--- config.mk ---
export PLATFORM = sky130hd
export DESIGN_NAME = mpu_cmd_sequencer
export DESIGN_NICKNAME = d
export VERILOG_FILES = /design/src/rtl/mpu_pkg.sv /design/src/rtl/mpu_resp_tx.sv /design/src/rtl/mpu_cmd_sequencer.sv
export SDC_FILE = /design/constraint.sdc
export NUM_CORES = 1
export LEC_CHECK = 0
export CELL_PAD_IN_SITES_DETAIL_PLACEMENT = 1
export CELL_PAD_IN_SITES_GLOBAL_PLACEMENT = 2
export CORE_UTILIZATION = 36
export DETAILED_ROUTE_END_ITERATION = 6
export PLACE_DENSITY = 0.9
export SLEW_MARGIN = 5
export SYNTH_ARGS = -nofsm -noshare
export SYNTH_HDL_FRONTEND = slang
export SYNTH_SLANG_ARGS = --single-unit
export TNS_END_PERCENT = 100
--- constraint.sdc ---
create_clock -name clk -period 3.91 [get_ports clk]
set_input_delay 1.173 -clock clk [delete_from_list [all_inputs] [get_ports clk]]
set_output_delay 1.173 -clock clk [all_outputs]
set_load 0.01 [all_outputs]
--- src/rtl/mpu_pkg.sv ---
// -----------------------------------------------------------------------------
// mpu_pkg
// Shared definitions for the Simple MPU command sequencer:
//   - mpu_state_e : 4-bit state encoding shared by the frame parser and the
//                   response serializer
//   - ST_*        : status codes returned as the first response byte
//   - SYNC_BYTE_DEFAULT : first byte of every command frame
//   - frame_csum  : checksum over the three payload bytes of a frame
// -----------------------------------------------------------------------------
package mpu_pkg;

   typedef enum logic [3:0] {
      IDLE     = 4'd0,
      GET_A    = 4'd1,
      GET_B    = 4'd2,
      GET_OP   = 4'd3,
      GET_CS   = 4'd4,
      EXEC     = 4'd5,
      SEND_ST  = 4'd6,
      WAIT_ST  = 4'd7,
      SEND_RES = 4'd8,
      WAIT_RES = 4'd9
   } mpu_state_e;

   localparam logic [7:0] ST_OK    = 8'h00;
   localparam logic [7:0] ST_CSUM  = 8'hE1;
   localparam logic [7:0] ST_RXERR = 8'hE2;
   localparam logic [7:0] ST_TMO   = 8'hE3;
   localparam logic [7:0] ST_BADOP = 8'hE4;

   localparam logic [7:0] SYNC_BYTE_DEFAULT = 8'hA5;

   function automatic logic [7:0] frame_csum(input logic [7:0] a,
                                             input logic [7:0] b,
                                             input logic [7:0] op);
      return a ^ b ^ op;
   endfunction

endpackage

--- src/rtl/mpu_resp_tx.sv ---
// -----------------------------------------------------------------------------
// mpu_resp_tx
// Two-byte response serializer (status byte, then result byte) driving the
// UART Tx start/busy handshake.
//   clk, rst       : clock, synchronous active-high reset
//   start_i        : one-cycle request; st_byte_i/res_byte_i captured with it
//   st_byte_i      : status byte to send first
//   res_byte_i     : result byte to send second
//   tx_busy_i      : UART Tx busy
//   tx_data_o      : byte presented to the UART, held until the next send
//   tx_start_o     : one-cycle transmit request (registered)
//   last_status_o  : status byte of the most recent response
//   done_o         : one-cycle pulse when the result byte has gone out
// -----------------------------------------------------------------------------
module mpu_resp_tx
   import mpu_pkg::*;
(
   input  logic       clk,
   input  logic       rst,
   input  logic       start_i,
   input  logic [7:0] st_byte_i,
   input  logic [7:0] res_byte_i,
   input  logic       tx_busy_i,
   output logic [7:0] tx_data_o,
   output logic       tx_start_o,
   output logic [7:0] last_status_o,
   output logic       done_o
);

   mpu_state_e state_q, state_d;
   logic       guard_q, guard_d;
   logic [7:0] st_q, st_d;
   logic [7:0] res_q, res_d;
   logic [7:0] tx_data_q, tx_data_d;
   logic       tx_start_q, tx_start_d;
   logic [7:0] last_status_q, last_status_d;

   // NOTE: state registers use non-blocking assignments so every flop samples
   // the pre-edge value of its neighbours, regardless of block ordering.
   always_ff @(posedge clk) begin
      if (rst) begin
         state_q       <= IDLE;
         guard_q       <= 1'b0;
         st_q          <= 8'h00;
         res_q         <= 8'h00;
         tx_data_q     <= 8'h00;
         tx_start_q    <= 1'b0;
         last_status_q <= 8'h00;
      end else begin
         state_q       <= state_d;
         guard_q       <= guard_d;
         st_q          <= st_d;
         res_q         <= res_d;
         tx_data_q     <= tx_data_d;
         tx_start_q    <= tx_start_d;
         last_status_q <= last_status_d;
      end
   end

   // NOTE: every signal driven here gets a default first, so no path through
   // the case statement can leave one unassigned and infer a latch.
   always_comb begin
      state_d       = state_q;
      guard_d       = 1'b0;
      st_d          = st_q;
      res_d         = res_q;
      tx_data_d     = tx_data_q;
      tx_start_d    = 1'b0;
      last_status_d = last_status_q;
      done_o        = 1'b0;

      case (state_q)
         IDLE: begin
            if (start_i) begin
               st_d    = st_byte_i;
               res_d   = res_byte_i;
               state_d = SEND_ST;
            end
         end
         SEND_ST: begin
            if (!tx_busy_i) begin
               tx_data_d     = st_q;
               tx_start_d    = 1'b1;
               last_status_d = st_q;
               guard_d       = 1'b1;
               state_d       = WAIT_ST;
            end
         end
         WAIT_ST: begin
            // tx_busy only rises the cycle after tx_start, so the first
            // cycle here would otherwise see a stale "not busy".
            if (!guard_q && !tx_busy_i) begin
               state_d = SEND_RES;
            end
         end
         SEND_RES: begin
            if (!tx_busy_i) begin
               tx_data_d  = res_q;
               tx_start_d = 1'b1;
               guard_d    = 1'b1;
               state_d    = WAIT_RES;
            end
         end
         WAIT_RES: begin
            if (!guard_q && !tx_busy_i) begin
               done_o  = 1'b1;
               state_d = IDLE;
            end
         end
         default: state_d = IDLE;
      endcase
   end

   assign tx_data_o     = tx_data_q;
   assign tx_start_o    = tx_start_q;
   assign last_status_o = last_status_q;

endmodule

--- src/rtl/mpu_cmd_sequencer.sv ---
// -----------------------------------------------------------------------------
// mpu_cmd_sequencer
// Framed-command controller between the UART Rx/Tx pair and the ALU.
// Parses SYNC,A,B,OP,CS frames, runs the ALU for ALU_LAT cycles and returns a
// (status, result) response through mpu_resp_tx.
//   clk, rst          : clock, synchronous active-high reset
//   rx_data           : received byte, valid with rx_complete
//   rx_complete       : one-cycle pulse per received byte
//   rx_error          : one-cycle pulse on Rx framing error
//   alu_result        : ALU output
//   a_reg/b_reg/f_reg : ALU operands and function, loaded on good frames only
//   tx_data/tx_start  : UART Tx byte and one-cycle request
//   tx_busy           : UART Tx busy
//   busy              : sequencer not idle
//   last_status       : status byte of the most recent response
//   drop_cnt          : saturating count of bytes dropped during EXEC/response
// -----------------------------------------------------------------------------
module mpu_cmd_sequencer
   import mpu_pkg::*;
#(
   parameter logic [7:0]  SYNC_BYTE   = SYNC_BYTE_DEFAULT,
   parameter int unsigned TIMEOUT_CYC = 100000,
   parameter int unsigned ALU_LAT     = 1
) (
   input  logic       clk,
   input  logic       rst,
   input  logic [7:0] rx_data,
   input  logic       rx_complete,
   input  logic       rx_error,
   input  logic [7:0] alu_result,
   output logic [7:0] a_reg,
   output logic [7:0] b_reg,
   output logic [3:0] f_reg,
   output logic [7:0] tx_data,
   output logic       tx_start,
   input  logic       tx_busy,
   output logic       busy,
   output logic [7:0] last_status,
   output logic [7:0] drop_cnt
);

   localparam int unsigned TMO_W = $clog2(TIMEOUT_CYC);
   localparam int unsigned LAT_W = (ALU_LAT > 1) ? $clog2(ALU_LAT) : 1;
   localparam logic [TMO_W-1:0] TMO_MAX = TMO_W'(TIMEOUT_CYC - 1);
   localparam logic [LAT_W-1:0] LAT_MAX = LAT_W'(ALU_LAT - 1);

   // The top only uses IDLE, GET_*, EXEC and SEND_ST; SEND_ST here means
   // "response in flight" and the serializer sequences the bytes.
   mpu_state_e       state_q, state_d;
   logic [7:0]       sa_q, sa_d, sb_q, sb_d, sop_q, sop_d;
   logic [7:0]       a_q, a_d, b_q, b_d;
   logic [3:0]       f_q, f_d;
   logic [TMO_W-1:0] tmo_q, tmo_d;
   logic [LAT_W-1:0] lat_q, lat_d;
   logic [7:0]       drop_q, drop_d;

   logic       resp_start;
   logic [7:0] resp_st;
   logic [7:0] resp_res;
   logic       resp_done;

   always_ff @(posedge clk) begin
      if (rst) begin
         state_q <= IDLE;
         sa_q    <= 8'h00;
         sb_q    <= 8'h00;
         sop_q   <= 8'h00;
         a_q     <= 8'h00;
         b_q     <= 8'h00;
         f_q     <= 4'h0;
         tmo_q   <= '0;
         lat_q   <= '0;
         drop_q  <= 8'h00;
      end else begin
         state_q <= state_d;
         sa_q    <= sa_d;
         sb_q    <= sb_d;
         sop_q   <= sop_d;
         a_q     <= a_d;
         b_q     <= b_d;
         f_q     <= f_d;
         tmo_q   <= tmo_d;
         lat_q   <= lat_d;
         drop_q  <= drop_d;
      end
   end

   always_comb begin
      state_d    = state_q;
      sa_d       = sa_q;
      sb_d       = sb_q;
      sop_d      = sop_q;
      a_d        = a_q;
      b_d        = b_q;
      f_d        = f_q;
      tmo_d      = tmo_q;
      lat_d      = lat_q;
      drop_d     = drop_q;
      resp_start = 1'b0;
      resp_st    = ST_OK;
      resp_res   = 8'h00;

      case (state_q)
         IDLE: begin
            if (rx_complete && rx_data == SYNC_BYTE) begin
               tmo_d   = '0;
               state_d = GET_A;
            end
         end
         GET_A, GET_B, GET_OP, GET_CS: begin
            // Priority: Rx error, then an arriving byte, then timeout.
            if (rx_error) begin
               resp_start = 1'b1;
               resp_st    = ST_RXERR;
               state_d    = SEND_ST;
            end else if (rx_complete) begin
               tmo_d = '0;
               case (state_q)
                  GET_A: begin
                     sa_d    = rx_data;
                     state_d = GET_B;
                  end
                  GET_B: begin
                     sb_d    = rx_data;
                     state_d = GET_OP;
                  end
                  GET_OP: begin
                     sop_d   = rx_data;
                     state_d = GET_CS;
                  end
                  default: begin
                     if (rx_data != frame_csum(sa_q, sb_q, sop_q)) begin
                        resp_start = 1'b1;
                        resp_st    = ST_CSUM;
                        state_d    = SEND_ST;
                     end else if (sop_q[7:4] != 4'h0) begin
                        resp_start = 1'b1;
                        resp_st    = ST_BADOP;
                        state_d    = SEND_ST;
                     end else begin
                        a_d     = sa_q;
                        b_d     = sb_q;
                        f_d     = sop_q[3:0];
                        lat_d   = '0;
                        state_d = EXEC;
                     end
                  end
               endcase
            end else if (tmo_q == TMO_MAX) begin
               resp_start = 1'b1;
               resp_st    = ST_TMO;
               state_d    = SEND_ST;
            end else begin
               tmo_d = tmo_q + TMO_W'(1);
            end
         end
         EXEC: begin
            // Operands were loaded on the entry edge; alu_result is valid
            // at the ALU_LAT-th edge after that.
            if (lat_q == LAT_MAX) begin
               resp_start = 1'b1;
               resp_res   = alu_result;
               state_d    = SEND_ST;
            end else begin
               lat_d = lat_q + LAT_W'(1);
            end
         end
         SEND_ST: begin
            if (resp_done) begin
               state_d = IDLE;
            end
         end
         default: state_d = IDLE;
      endcase

      if (rx_complete && (state_q == EXEC || state_q == SEND_ST) &&
          drop_q != 8'hFF) begin
         drop_d = drop_q + 8'd1;
      end
   end

   mpu_resp_tx u_resp_tx (
      .clk           (clk),
      .rst           (rst),
      .start_i       (resp_start),
      .st_byte_i     (resp_st),
      .res_byte_i    (resp_res),
      .tx_busy_i     (tx_busy),
      .tx_data_o     (tx_data),
      .tx_start_o    (tx_start),
      .last_status_o (last_status),
      .done_o        (resp_done)
   );

   assign a_reg    = a_q;
   assign b_reg    = b_q;
   assign f_reg    = f_q;
   assign busy     = (state_q != IDLE);
   assign drop_cnt = drop_q;

endmodule

==> results.yml <==
run_status:
  status: "completed"
critical_path:
  cp.arrival_ns: 3.38
  crit_required_ns: 4.12
  endpoint_kind: "flip-flop"
  r2r-start: "tmo_q[0]"
  slowest_stage: "clkdlybuf4s50_1"
  path_delay_family: "buffers and inverters"
  start_kind: "primary input"
  cp.depth: 9
  r2r_slack_ns: 1.63
  crit_type: "primary input to flip-flop"
  worst_r2r_path_depth: 8
  endpoint: "a_reg[0]"
  r2r_end: "u_resp_tx.st_q[1]"
  startpoint: "rx_data[3]"
  path_buf_inv: 3
  crit_chain: "clkdlybuf4s50_1 -> xnor2_1 -> xnor2_1 -> nand4_1 -> buf_4 -> nor4_4 -> buf_12 -> mux2i_1 -> nor2_1"
  worstPathMaxFanout: 20
  slowest_delay_ns: 0.59
  critPathMostFrequentCell: "xnor2_1"
detailed_routing:
  wl_um: 12000
  num_vias: 3925
  ant_nets: 0
  drt_iter0_drc: 152
  vias_per_cell: 5.21
  post-route-drc-count: 0
  dr.pass1.iters: 4
  drt-wirelength-per-cell_um: 16.0
layout:
  n_antenna_cell: 0
  final.fill_count: 1474
  top_register: "tmo_q"
  post-route-util_pct: 46.1
  largest_reg_flops: 17
  drive_above_1_share_pct: 8.61
  final_nets: 599
  stdcell_area_um2: 5820
  layout.cells.non_filler: 753
  area_growth_pct: 25.0
sta:
  rsz0062_at_grt: "false"
  hold_viol: 0
  maxSlewViolCount: 0
  worst_slack_ns: 0.738
  tns_ns: 0
  fin_crit_sh_pct: 81.1
  clock_skew_ns: 0.00718
  maxSlewHeadroom_pct: 41.8
  min_period_ns: 3.17
  setup-violations-final: 0
  fin_hold_ws_ns: 0.481
  fmaxAchievable_mhz: 315
  worstMarginPinSlew_ns: 0.873
yosys:
  ys_ff_latch: 100
  synth_edf_count: 0
  synth_cell_types: 65
  synth_area_per_cell_um2: 9.00
  synthTopCellsByCount: "dfxtp_1, nor2_1, mux2i_1"
  yosys.area.top_type: "dfxtp_1"
  async_flop_share_pct: 0
  yosysTopAreaCellShare_pct: 43.0
  yosysMostFrequentCell: "dfxtp_1"
  netlist_instances: 517
  synthTopCellsByArea: "dfxtp_1, mux2i_1, nor2_1, xnor2_1, a21oi_1"
  seq_area_frac_synth_pct: 43.0
  yosys_warnings: 0
  synthesis.area_um2: 4650
  synthFlopType: "dfxtp_1"
cts:
  clockBufferDepth: 2
  cts_tree: "yes"
  cts_buffers: 9
  clkLatencyLatePin_ns: 0.35
  htree_levels: 3
  cts-root-buf: "clkbuf_16"
  cts_hold_buf: 0
  ctsResizeCount: 0
  postCtsSetupRepairBufs: 0
  clk_transition_reported_paths_ns: 0.07
  cts.sinks: 100
grt:
  grt_max_degree: 83
  first_global_vias: 4078
  grt_pass1_wl_um: 20100
  grt_overflow_total: 0
  antenna_found_initial: 0
  groute.usage.overall_pct: 19.3
floorplan:
  rows: 41
  num_io_pins: 67
  start_util_pct: 36.9
  fp.dieH_um: 116
  dieWidth_um: 116
  core-area_um2: 12600
  die-area_um2: 13400
placed_design:
  place_area_um2: 5470
  dp.cells: 737
  post-place-ws_ns: 0.383
  hpwl_um: 8400
  gp_congestion: 0.770
  io_buffers: 64
pwr:
  power_density_nw_per_um2: 360
  peakVddDrop_uv: 350
  total_power_mw: 2.09
  leakagePower_nw: 1.99
min_path:
  min_from: "u_resp_tx.res_q[2]"
  hp-class: "flip-flop to flip-flop"
run:
  maxCapViolations: 0
## area by class of cell
type                       count  area (µm²)  share of cell area, %
tap                          172         215                   3.70
clock inverter                 4        77.6                   1.33
timing repair buffer          77         746                   12.8
multi-input combinational    382        2480                   42.7
clock buffer                  12         267                   4.58
sequential                   100        2000                   34.4
inverter                       6        25.0                  0.430
## worst min-delay path, delay by kind of cell (launching register included)
kind,cells,cell delay [ns]
compound gates,2,0.13
flops,1,0.31
## layer usage
metal  global-route usage (%)  up-vias  routed length (µm)
met3                     4.60       16                 391
met4                     6.07        0                 165
met1                     23.5     1929                5480
met5                        0        -                   0
li1                         -     1923                   -
met2                     33.5       57                5970
## kinds of logic (layout without fill, tap and decap cells)
group,Yosys count,in the layout,synth area share [%]
flip-flops,100,100,43.0
AND/OR/NAND/NOR,200,200,22.7
AO/OA/AOI/OAI,93,93,12.6
XOR/XNOR,40,40,7.53
other,1,2,0.0806
multiplexers,45,45,9.69
buffers and inverters,36,99,3.82
adder cells (fa/ha/maj),2,2,0.538
## worst min-delay path by stage
stage                    endpoint  slack [ns]  cells after the start
2_1_floorplan  u_resp_tx.res_q[0]        0.45                      2
4_1_cts        u_resp_tx.res_q[2]        0.48                      2
5_1_grt        u_resp_tx.res_q[2]        0.49                      2
3_5_place_dp   u_resp_tx.res_q[2]        0.47                      2
3_3_place_gp   u_resp_tx.res_q[2]        0.46                      2
6_report       u_resp_tx.res_q[2]        0.48                      2
## report_power, final
| part | internal [mW] | leakage [nW] | switching (mW) | total (mW) |
|---|---|---|---|---|
| registers | 1.02 | 0.805 | 0.000257 | 1.02 |
| clock network | 0.616 | 0.169 | 0.390 | 1.01 |
| logic | 0.0289 | 1.01 | 0.0403 | 0.0692 |
| total | 1.66 | 1.99 | 0.430 | 2.09 |
## cells in the final DEF, fill, tap and decap left out, types with 3 or more instances in the layout
| master | n |
|---|---|
| dfxtp_1 | 100 |
| nor2_1 | 80 |
| clkdlybuf4s50_1 | 63 |
| mux2i_1 | 45 |
| nand2_1 | 37 |
| a21oi_1 | 36 |
| o21ai_0 | 24 |
| xnor2_1 | 22 |
| nand3_1 | 19 |
| xor2_1 | 18 |
| buf_4 | 12 |
| nand4_1 | 11 |
| clkbuf_16 | 9 |
| a211oi_1 | 6 |
| nor2b_1 | 5 |
| and3_1 | 5 |
| inv_1 | 5 |
| nor3_1 | 5 |
| or3_1 | 4 |
| o21ai_2 | 3 |
| and2_1 | 3 |
| nand3b_1 | 3 |
| clkbuf_8 | 3 |
(Power assumes the default switching activity.)
